[src/rtl/hcode_fifo_pkg.sv]
// Shared defaults and helpers for the hcode ap_fifo buffers.
package hcode_fifo_pkg;

  localparam int DATA_W_DEF    = 128;
  localparam int DEPTH_DEF     = 16;
  localparam int AFULL_LVL_DEF = 12;

  function automatic int clog2_f(input int n);
    int r;
    r = 0;
    while ((1 << r) < n) r++;
    return r;
  endfunction

endpackage

[src/rtl/hcode_fifo_mem.sv]
// DEPTH x DATA_W flop array: synchronous write, asynchronous read by address.
module hcode_fifo_mem #(
  parameter int DATA_W = 128,
  parameter int DEPTH  = 16,
  parameter int ADDR_W = 4
) (
  input  logic              clk,
  input  logic              we,
  input  logic [ADDR_W-1:0] waddr,
  input  logic [DATA_W-1:0] wdata,
  input  logic [ADDR_W-1:0] raddr,
  output logic [DATA_W-1:0] rdata
);

  logic [DATA_W-1:0] mem [DEPTH];

  // Storage is deliberately left out of reset.
  always_ff @(posedge clk) begin
    if (we) mem[waddr] <= wdata;
  end

  assign rdata = mem[raddr];

endmodule

[src/rtl/hcode_ap_fifo128.sv]
// First-word-fall-through ap_fifo between shell movers and a subshell IP; one-cycle write-to-read.
// Writes while full / reads while empty are dropped; HCODE_FIFO_ERR_EN adds sticky err_ovf/err_udf.
module hcode_ap_fifo128
  import hcode_fifo_pkg::*;
#(
  parameter int DATA_W    = DATA_W_DEF,
  parameter int DEPTH     = DEPTH_DEF,
  parameter int ADDR_W    = clog2_f(DEPTH),
  parameter int AFULL_LVL = AFULL_LVL_DEF
) (
  input  logic              ap_clk,
  input  logic              ip_rst_n,
  input  logic [DATA_W-1:0] wr_din,
  input  logic              wr_write,
  output logic              wr_full,
  output logic              wr_afull,
  output logic [DATA_W-1:0] rd_dout,
  output logic              rd_empty_n,
  input  logic              rd_read,
  output logic [ADDR_W:0]   fifo_count
`ifdef HCODE_FIFO_ERR_EN
  ,output logic             err_ovf,
  output logic              err_udf
`endif
);

  localparam logic [ADDR_W:0] DEPTH_C = (ADDR_W+1)'(DEPTH);
  localparam logic [ADDR_W:0] AFULL_C = (ADDR_W+1)'(AFULL_LVL);

  logic [ADDR_W-1:0] wr_ptr;
  logic [ADDR_W-1:0] rd_ptr;
  logic [ADDR_W:0]   count;
  logic [ADDR_W:0]   count_nxt;
  logic [DATA_W-1:0] mem_rdata;
  logic              push;
  logic              pop;

  // Gating uses the registered flags, so a full+read+write cycle drops the write.
  assign push = wr_write & ~wr_full;
  assign pop  = rd_read & rd_empty_n;

  always_comb begin
    count_nxt = count;
    if (push && !pop)      count_nxt = count + 1'b1;
    else if (!push && pop) count_nxt = count - 1'b1;
  end

  always_ff @(posedge ap_clk or negedge ip_rst_n) begin
    if (!ip_rst_n) begin
      wr_ptr     <= '0;
      rd_ptr     <= '0;
      count      <= '0;
      wr_full    <= 1'b0;
      wr_afull   <= 1'b0;
      rd_empty_n <= 1'b0;
    end else begin
      if (push) wr_ptr <= wr_ptr + 1'b1;
      if (pop)  rd_ptr <= rd_ptr + 1'b1;
      count      <= count_nxt;
      wr_full    <= (count_nxt == DEPTH_C);
      wr_afull   <= (count_nxt >= AFULL_C);
      rd_empty_n <= (count_nxt != '0);
    end
  end

`ifdef HCODE_FIFO_ERR_EN
  always_ff @(posedge ap_clk or negedge ip_rst_n) begin
    if (!ip_rst_n) begin
      err_ovf <= 1'b0;
      err_udf <= 1'b0;
    end else begin
      err_ovf <= err_ovf | (wr_write & wr_full);
      err_udf <= err_udf | (rd_read & ~rd_empty_n);
    end
  end
`endif

  hcode_fifo_mem #(
    .DATA_W (DATA_W),
    .DEPTH  (DEPTH),
    .ADDR_W (ADDR_W)
  ) u_mem (
    .clk   (ap_clk),
    .we    (push),
    .waddr (wr_ptr),
    .wdata (wr_din),
    .raddr (rd_ptr),
    .rdata (mem_rdata)
  );

  // Masking with the registered flag keeps rd_dout at zero through reset and when empty.
  assign rd_dout    = rd_empty_n ? mem_rdata : '0;
  assign fifo_count = count;

endmodule

[config.mk]
export PLATFORM = sky130hd
export DESIGN_NAME = hcode_ap_fifo128
export DESIGN_NICKNAME = d
export VERILOG_FILES = /design/src/rtl/hcode_fifo_pkg.sv /design/src/rtl/hcode_fifo_mem.sv /design/src/rtl/hcode_ap_fifo128.sv
export SDC_FILE = /design/constraint.sdc
export NUM_CORES = 2
export LEC_CHECK = 0
export ABC_AREA = 1
export BUFFER_PORTS_ARGS = -buffer_cell sky130_fd_sc_hd__buf_2
export CORE_MARGIN = 10
export CORE_UTILIZATION = 35
export DETAILED_ROUTE_END_ITERATION = 6
export HOLD_SLACK_MARGIN = 0.03
export PLACE_DENSITY = 0.56
export SYNTH_ARGS = -nofsm -noshare
export SYNTH_HDL_FRONTEND = slang
export SYNTH_SLANG_ARGS = --single-unit
[constraint.sdc]
create_clock -name ap_clk -period 11.9 [get_ports ap_clk]
set_input_delay 0.595 -clock ap_clk [delete_from_list [all_inputs] [get_ports ap_clk]]
set_output_delay 0.595 -clock ap_clk [all_outputs]
set_load 0.02 [all_outputs]
# After elaboration in Yosys (flattened, before gate mapping)
# Memory sizes are Yosys's and may differ from the RTL's.
# Cells that the tools add are included.
# Widths: inputs -> output; s select.
[word_totals] ff_bits=16 ram_bits=2048 inputBits=132 memories=1
[memory_table] memory="u_mem.mem" words=16 width=128 read_ports=1 rd_clocked_by_memory_dff=0 wr=1 line="hcode_fifo_mem.sv:15" rtl="logic [DATA_W-1:0] mem [DEPTH];"
[op_classes] add_sub_neg=4 magnitude_cmp=1 eq_ne=1 muxes=5 bitwise_logic=3 reduce_logical=5
[op_table] cell="$mux 128" count=1
[op_table] cell="$mux 5" count=2
[op_table] cell="$add 4x1->4 const B" count=2
[op_table] cell="$add 5x1->5 const B" count=1
[op_table] cell="$eq 5x5->1 const B" count=1
[op_table] cell="$ge 5x4->1 const B" count=1
[op_table] cell="$reduce_bool 5->1" count=1
[op_table] cell="$sub 5x1->5 const B" count=1
[op_table] cell="$and 1x1->1" count=2
[op_table] cell="$logic_and 1x1->1" count=2
[op_table] cell="$logic_not 1->1" count=2
[op_table] cell="$mux 1" count=2
[op_table] cell="$not 1->1" count=1

# Logic depth before layout (Yosys ltp)
[depth] ltp_word=7 depth_mapped=12 mapped_depth_nobuf=9

# By module
# From an unflattened synthesis, not the netlist that was laid out.
[hier_totals] hier_cells=8031 area_unflattened_um2=87027.2
[by_module_without_submodules] module="hcode_fifo_mem" instances=1 cells_per_inst=7658 area_per_inst_um2=85117.9 seq_area_each_um2=61499.0
[by_module_without_submodules] module="hcode_ap_fifo128" instances=1 cells_per_inst=373 area_per_inst_um2=1909.3 seq_area_each_um2=400.4

# Least setup slack after synthesis
# OpenSTA, ideal clock, no wires.
[synth_timing] path_kind="input -> register" start="input wr_write" end="memory u_mem.mem[11][0] (enable)" t_arrival_ps=6369 required_time_ps=11283 path_slack_ps=4914 path_stages=4 n_path_buf=0 cell_sequence="inv_1 -> nor2_2 -> nand2_1 -> nor2_1"
[synth_between] elab_chain_len=3
[synth_lines] item="start, declared" line="hcode_ap_fifo128.sv:14" rtl="input logic wr_write,"
[synth_lines] item="$and 1x1->1" line="hcode_ap_fifo128.sv:39" rtl="assign push = wr_write & ~wr_full;"
[synth_lines] item="$mux 1" line="hcode_fifo_mem.sv:19" rtl="if (we) mem[waddr] <= wdata;"
[synth_lines] item="$mux 1 (not written as such)" line="hcode_fifo_mem.sv:19"
[synth_lines] item="end, declared" line="hcode_fifo_mem.sv:15"
# No other way between the ends.

# Worst setup path in the final report
[layout_timing] start="register rd_ptr[0]" end="output rd_dout[97]"
[layout_between] elab_chain_len=2
[layout_lines] item="start, declared" line="hcode_ap_fifo128.sv:31" rtl="logic [ADDR_W-1:0] rd_ptr;"
[layout_lines] item="start signal, assigned" line="hcode_ap_fifo128.sv:58" rtl="if (pop) rd_ptr <= rd_ptr + 1'b1;"
[layout_lines] item="$mem_v2 16x128"
[layout_lines] item="$mux 128" line="hcode_ap_fifo128.sv:92" rtl="assign rd_dout = rd_empty_n ? mem_rdata : '0;"
[layout_lines] item="end, declared" line="hcode_ap_fifo128.sv:17" rtl="output logic [DATA_W-1:0] rd_dout,"
# No other way between the ends.

==> metrics.md <==
| Metric | Value |
|---|---|
| Worst-path maximum fanout | 87 |
| GRT Resource Usage Total | between 15 and 20% |
| Synth area leaders | edfxtp_1 73%, nand2_1 15%, nand3_1 5.4%, nor2_1 1.2%, inv_1 1.2% |
| Area grow syn2layout | 12.7% |
| Logic gate share of total power | 36.5% |
| Chip height | 512 um |
| DR WL/cell | around 21 um |
| I/O Buffers | 267 |
| Ports | 268 |
| Final wirelength | between 200000 and 250000 um |
| Outcome | finished, final reports clean |
| DR pass1 iterations | 5 |
| DRC | 0 |
| Final Slew Violations | 0 |
| Ys Warns | 0 |
| Clk_lat worst skew | approximately 0.85 ns |
| Worst-path clk slew | 0.06 ns |
| H-tree Lvls | 4 |
| Async SR Flop Fraction | 0.775% |
| Hold Crit Class | in -> reg |
| Detail Placement HPWL | 116000 um |
| Initial antenna violation count | 77 |
| Clock Path Buffers | 3 |
| Final net count | approximately 7900 |
| Clock Power Share | between 20% and 30% |
| Synth top area share | just over 70% |
| CTS Buf Count | 210 |
| Critical path type | reg -> out |
| First-pass GRT wire length | 353000 um |
| Post-synth top cells | 3368 x nand2_1, 2048 x edfxtp_1, 907 x nand3_1 |
| #FFs+latches synth | 2064 |
| Root Buffer | clkbuf_16 |
| Share of cells above drive strength 1 | roughly 8.3% |
| Total power | 23.9 mW |
| Setup TNS | 0 ns |
| CTS sink cnt | around 2100 |
| MaxCap Viol Count | 0 |
| Clock Skew | ~0.038 ns |
| Worst-Margin Slew | 1.38 ns |
| Pin count of the biggest net entering global routing | about 250 |
| Core area | 241000 sq um |
| Post-Syn Area | 84700 sq um |
| Count of final setup violators | 0 |
| Setup bufs post-CTS | 0 |
| Final Hold Vio Count | 0 |
| Mapped Cells | between 7000 and 8000 |
| Leak | 36.5 nW |
| Vias in the first global route | 53700 |
| CP required | ~11 ns |
| EDFF count, synth | 2048 |
| Grt ovf | 0 |
| Tmin final | 7.53 ns |
| Switch Pwr | between 9 and 10 mW |
| Vias post-DR | 55500 |
| Row count | 180 |
| CP arrival | 6.93 ns |
| Critical Path End Type | primary output |
| Count of cell types in the netlist | 21 |
| CTS tree | built |
| PD cells | 251 nW/um^2 |
| Syn Area/Cell | 11.1 sq um |
| Initial core utilization | between 30% and 40% |
| Yosys top cell by area | edfxtp_1 |
| Sequential power share | a little under two fifths |
| Post-synth top flop | edfxtp_1 |
| DRT iter0 DRCs | roughly 5700 |
| Sequential share of the synthesized area | 73.1% |
| Peak VDD IR | 0.246 mV |
| Fmax | 133 MHz |
| Sw frac | 39.8% |
| Power Internal | 14.4 mW |
| Most numerous cell in the Yosys netlist | nand2_1 |
| Syn_nets | 7752 |
| Vias per cell | 4.99 |
| RSZ-0062 raised after global routing | false |
| Tcrit/Tclk final | 63.3% |
| CP Launch Type | flop |
| Routability Congestion | approximately 0.76 |
| # resized after CTS | 0 |
| Relative slew slack | 7.84% |
| Die Wd | 512 um |
| Die area | approximately 260000 sq um |
| Final ANT Viol Nets | 0 |
[layer usage]
layer	GRT usage [%]	vias to the layer above	wire length [um]
met4	4.39	42	5440
met1	24.6	27200	106000
li1	-	25900	-
met2	28.4	1898	110000
met5	0	-	262
met3	3.28	437	17200
[power by group through the flow]
stage / clock [mW] / combinational (mW) / sequential (mW)
detailed placement: 0 / 8.83 / 9.11
CTS: 6.35 / 8.87 / 8.96
global placement: 0 / 8.79 / 9.10
global route: 6.66 / 9.71 / 9.01
finish: 6.23 / 8.75 / 8.96
floorplan: 0 / 5.73 / 9.14
[cell families (layout without fill, tap and decap cells)]
family,Yosys count,after routing,share of synthesized area (%)
flip-flops,2064,2064,73.1
other,0,19,0
XOR/XNOR,8,8,0.0828
adder cells (fa/ha/maj),7,7,0.103
buffers and inverters,716,1014,3.61
AO/OA/AOI/OAI,262,262,1.55
AND/OR/NAND/NOR,4556,4556,21.6
[worst max-delay path, stage by stage, from the launching register on]
cell and delay [ns]:
dfrtp_4 0.92, buf_4 0.87, buf_4 0.88, buf_4 0.89, buf_4 0.89, nand2_1 0.10
nand2_1 0.11, nand2_1 0.06, nand3_1 0.12, nand3_1 0.08, a21oi_1 0.65, buf_2 0.30
[registers in the layout (all words and copies together), names as in the netlist]
register    cells
rd_ptr          4
wr_full         1
rd_empty_n      1
u_mem.mem    2048
wr_ptr          4
fifo_count      5
wr_afull        1
[layout by cell type (no fill, tap or decap), types with 2 or more instances in the layout]
cell type,instances
nand3_1,907
clkinvlp_4,3
edfxtp_1,2048
clkinv_1,46
clkinv_2,37
inv_6,2
clkbuf_1,62
clkinv_16,3
clkbuf_16,211
buf_2,267
clkinv_8,8
nor2_1,260
o21ai_0,131
ha_1,7
nand2_1,3368
buf_12,11
inv_16,2
inv_1,272
nand3b_1,2
dfrtp_4,4
buf_4,75
diode_2,19
bufinv_16,8
nor2_4,16
nand4_1,2
xor2_1,8
dfrtp_1,12
inv_8,4
a21oi_1,131
[stage by stage]
| step | instances | hold slack, ns | util [%] | area [sq um] | setup WS (ns) |
|---|---|---|---|---|---|
| detailed placement | 10700 | 0.557 | 36.9 | 88900 | 5.29 |
| CTS | 11100 | 0.0325 | 39.6 | 95400 | 4.33 |
| global placement | 10700 | 0.548 | 36.9 | 88900 | 5.27 |
| finish | 11100 | 0.104 | 39.6 | 95400 | 4.37 |
| floorplan | 7613 | 0.299 | - | 84700 | 4.91 |
| global route | 11100 | 0.0679 | 39.6 | 95400 | 3.96 |
[final timing paths]
kind,startpoint,to,slack [ns],cells past startpoint
min,wr_write,wr_ptr[0],0.10,3
min in group asynchronous,ip_rst_n,fifo_count[0],0.23,2
max reg2reg,wr_full,u_mem.mem[5][85],7.78,5
min reg2reg,wr_ptr[3],wr_ptr[3],0.63,2
max,rd_ptr[0],rd_dout[97],4.37,11
max in group asynchronous,ip_rst_n,rd_ptr[2],11.30,2
[what timing repair did]
action | CTS | global route
endpoints found under the hold margin | 16 | 0
endpoints found under the setup margin | 0 | 0
hold buffers | 1 | 0
[layout make-up]
| class | instances | area, sq um |
|---|---|---|
| clock buffers | 274 | 5530 |
| inverters | 277 | 1090 |
| well taps | 3185 | 3990 |
| diodes | 19 | 47.5 |
| clock inverters | 109 | 887 |
| flip-flops and latches | 2064 | 61900 |
| multi-input cells | 4833 | 19800 |
| repair buffers | 354 | 2130 |
| fillers | 22900 | 145000 |
(Power assumes the default switching activity.)
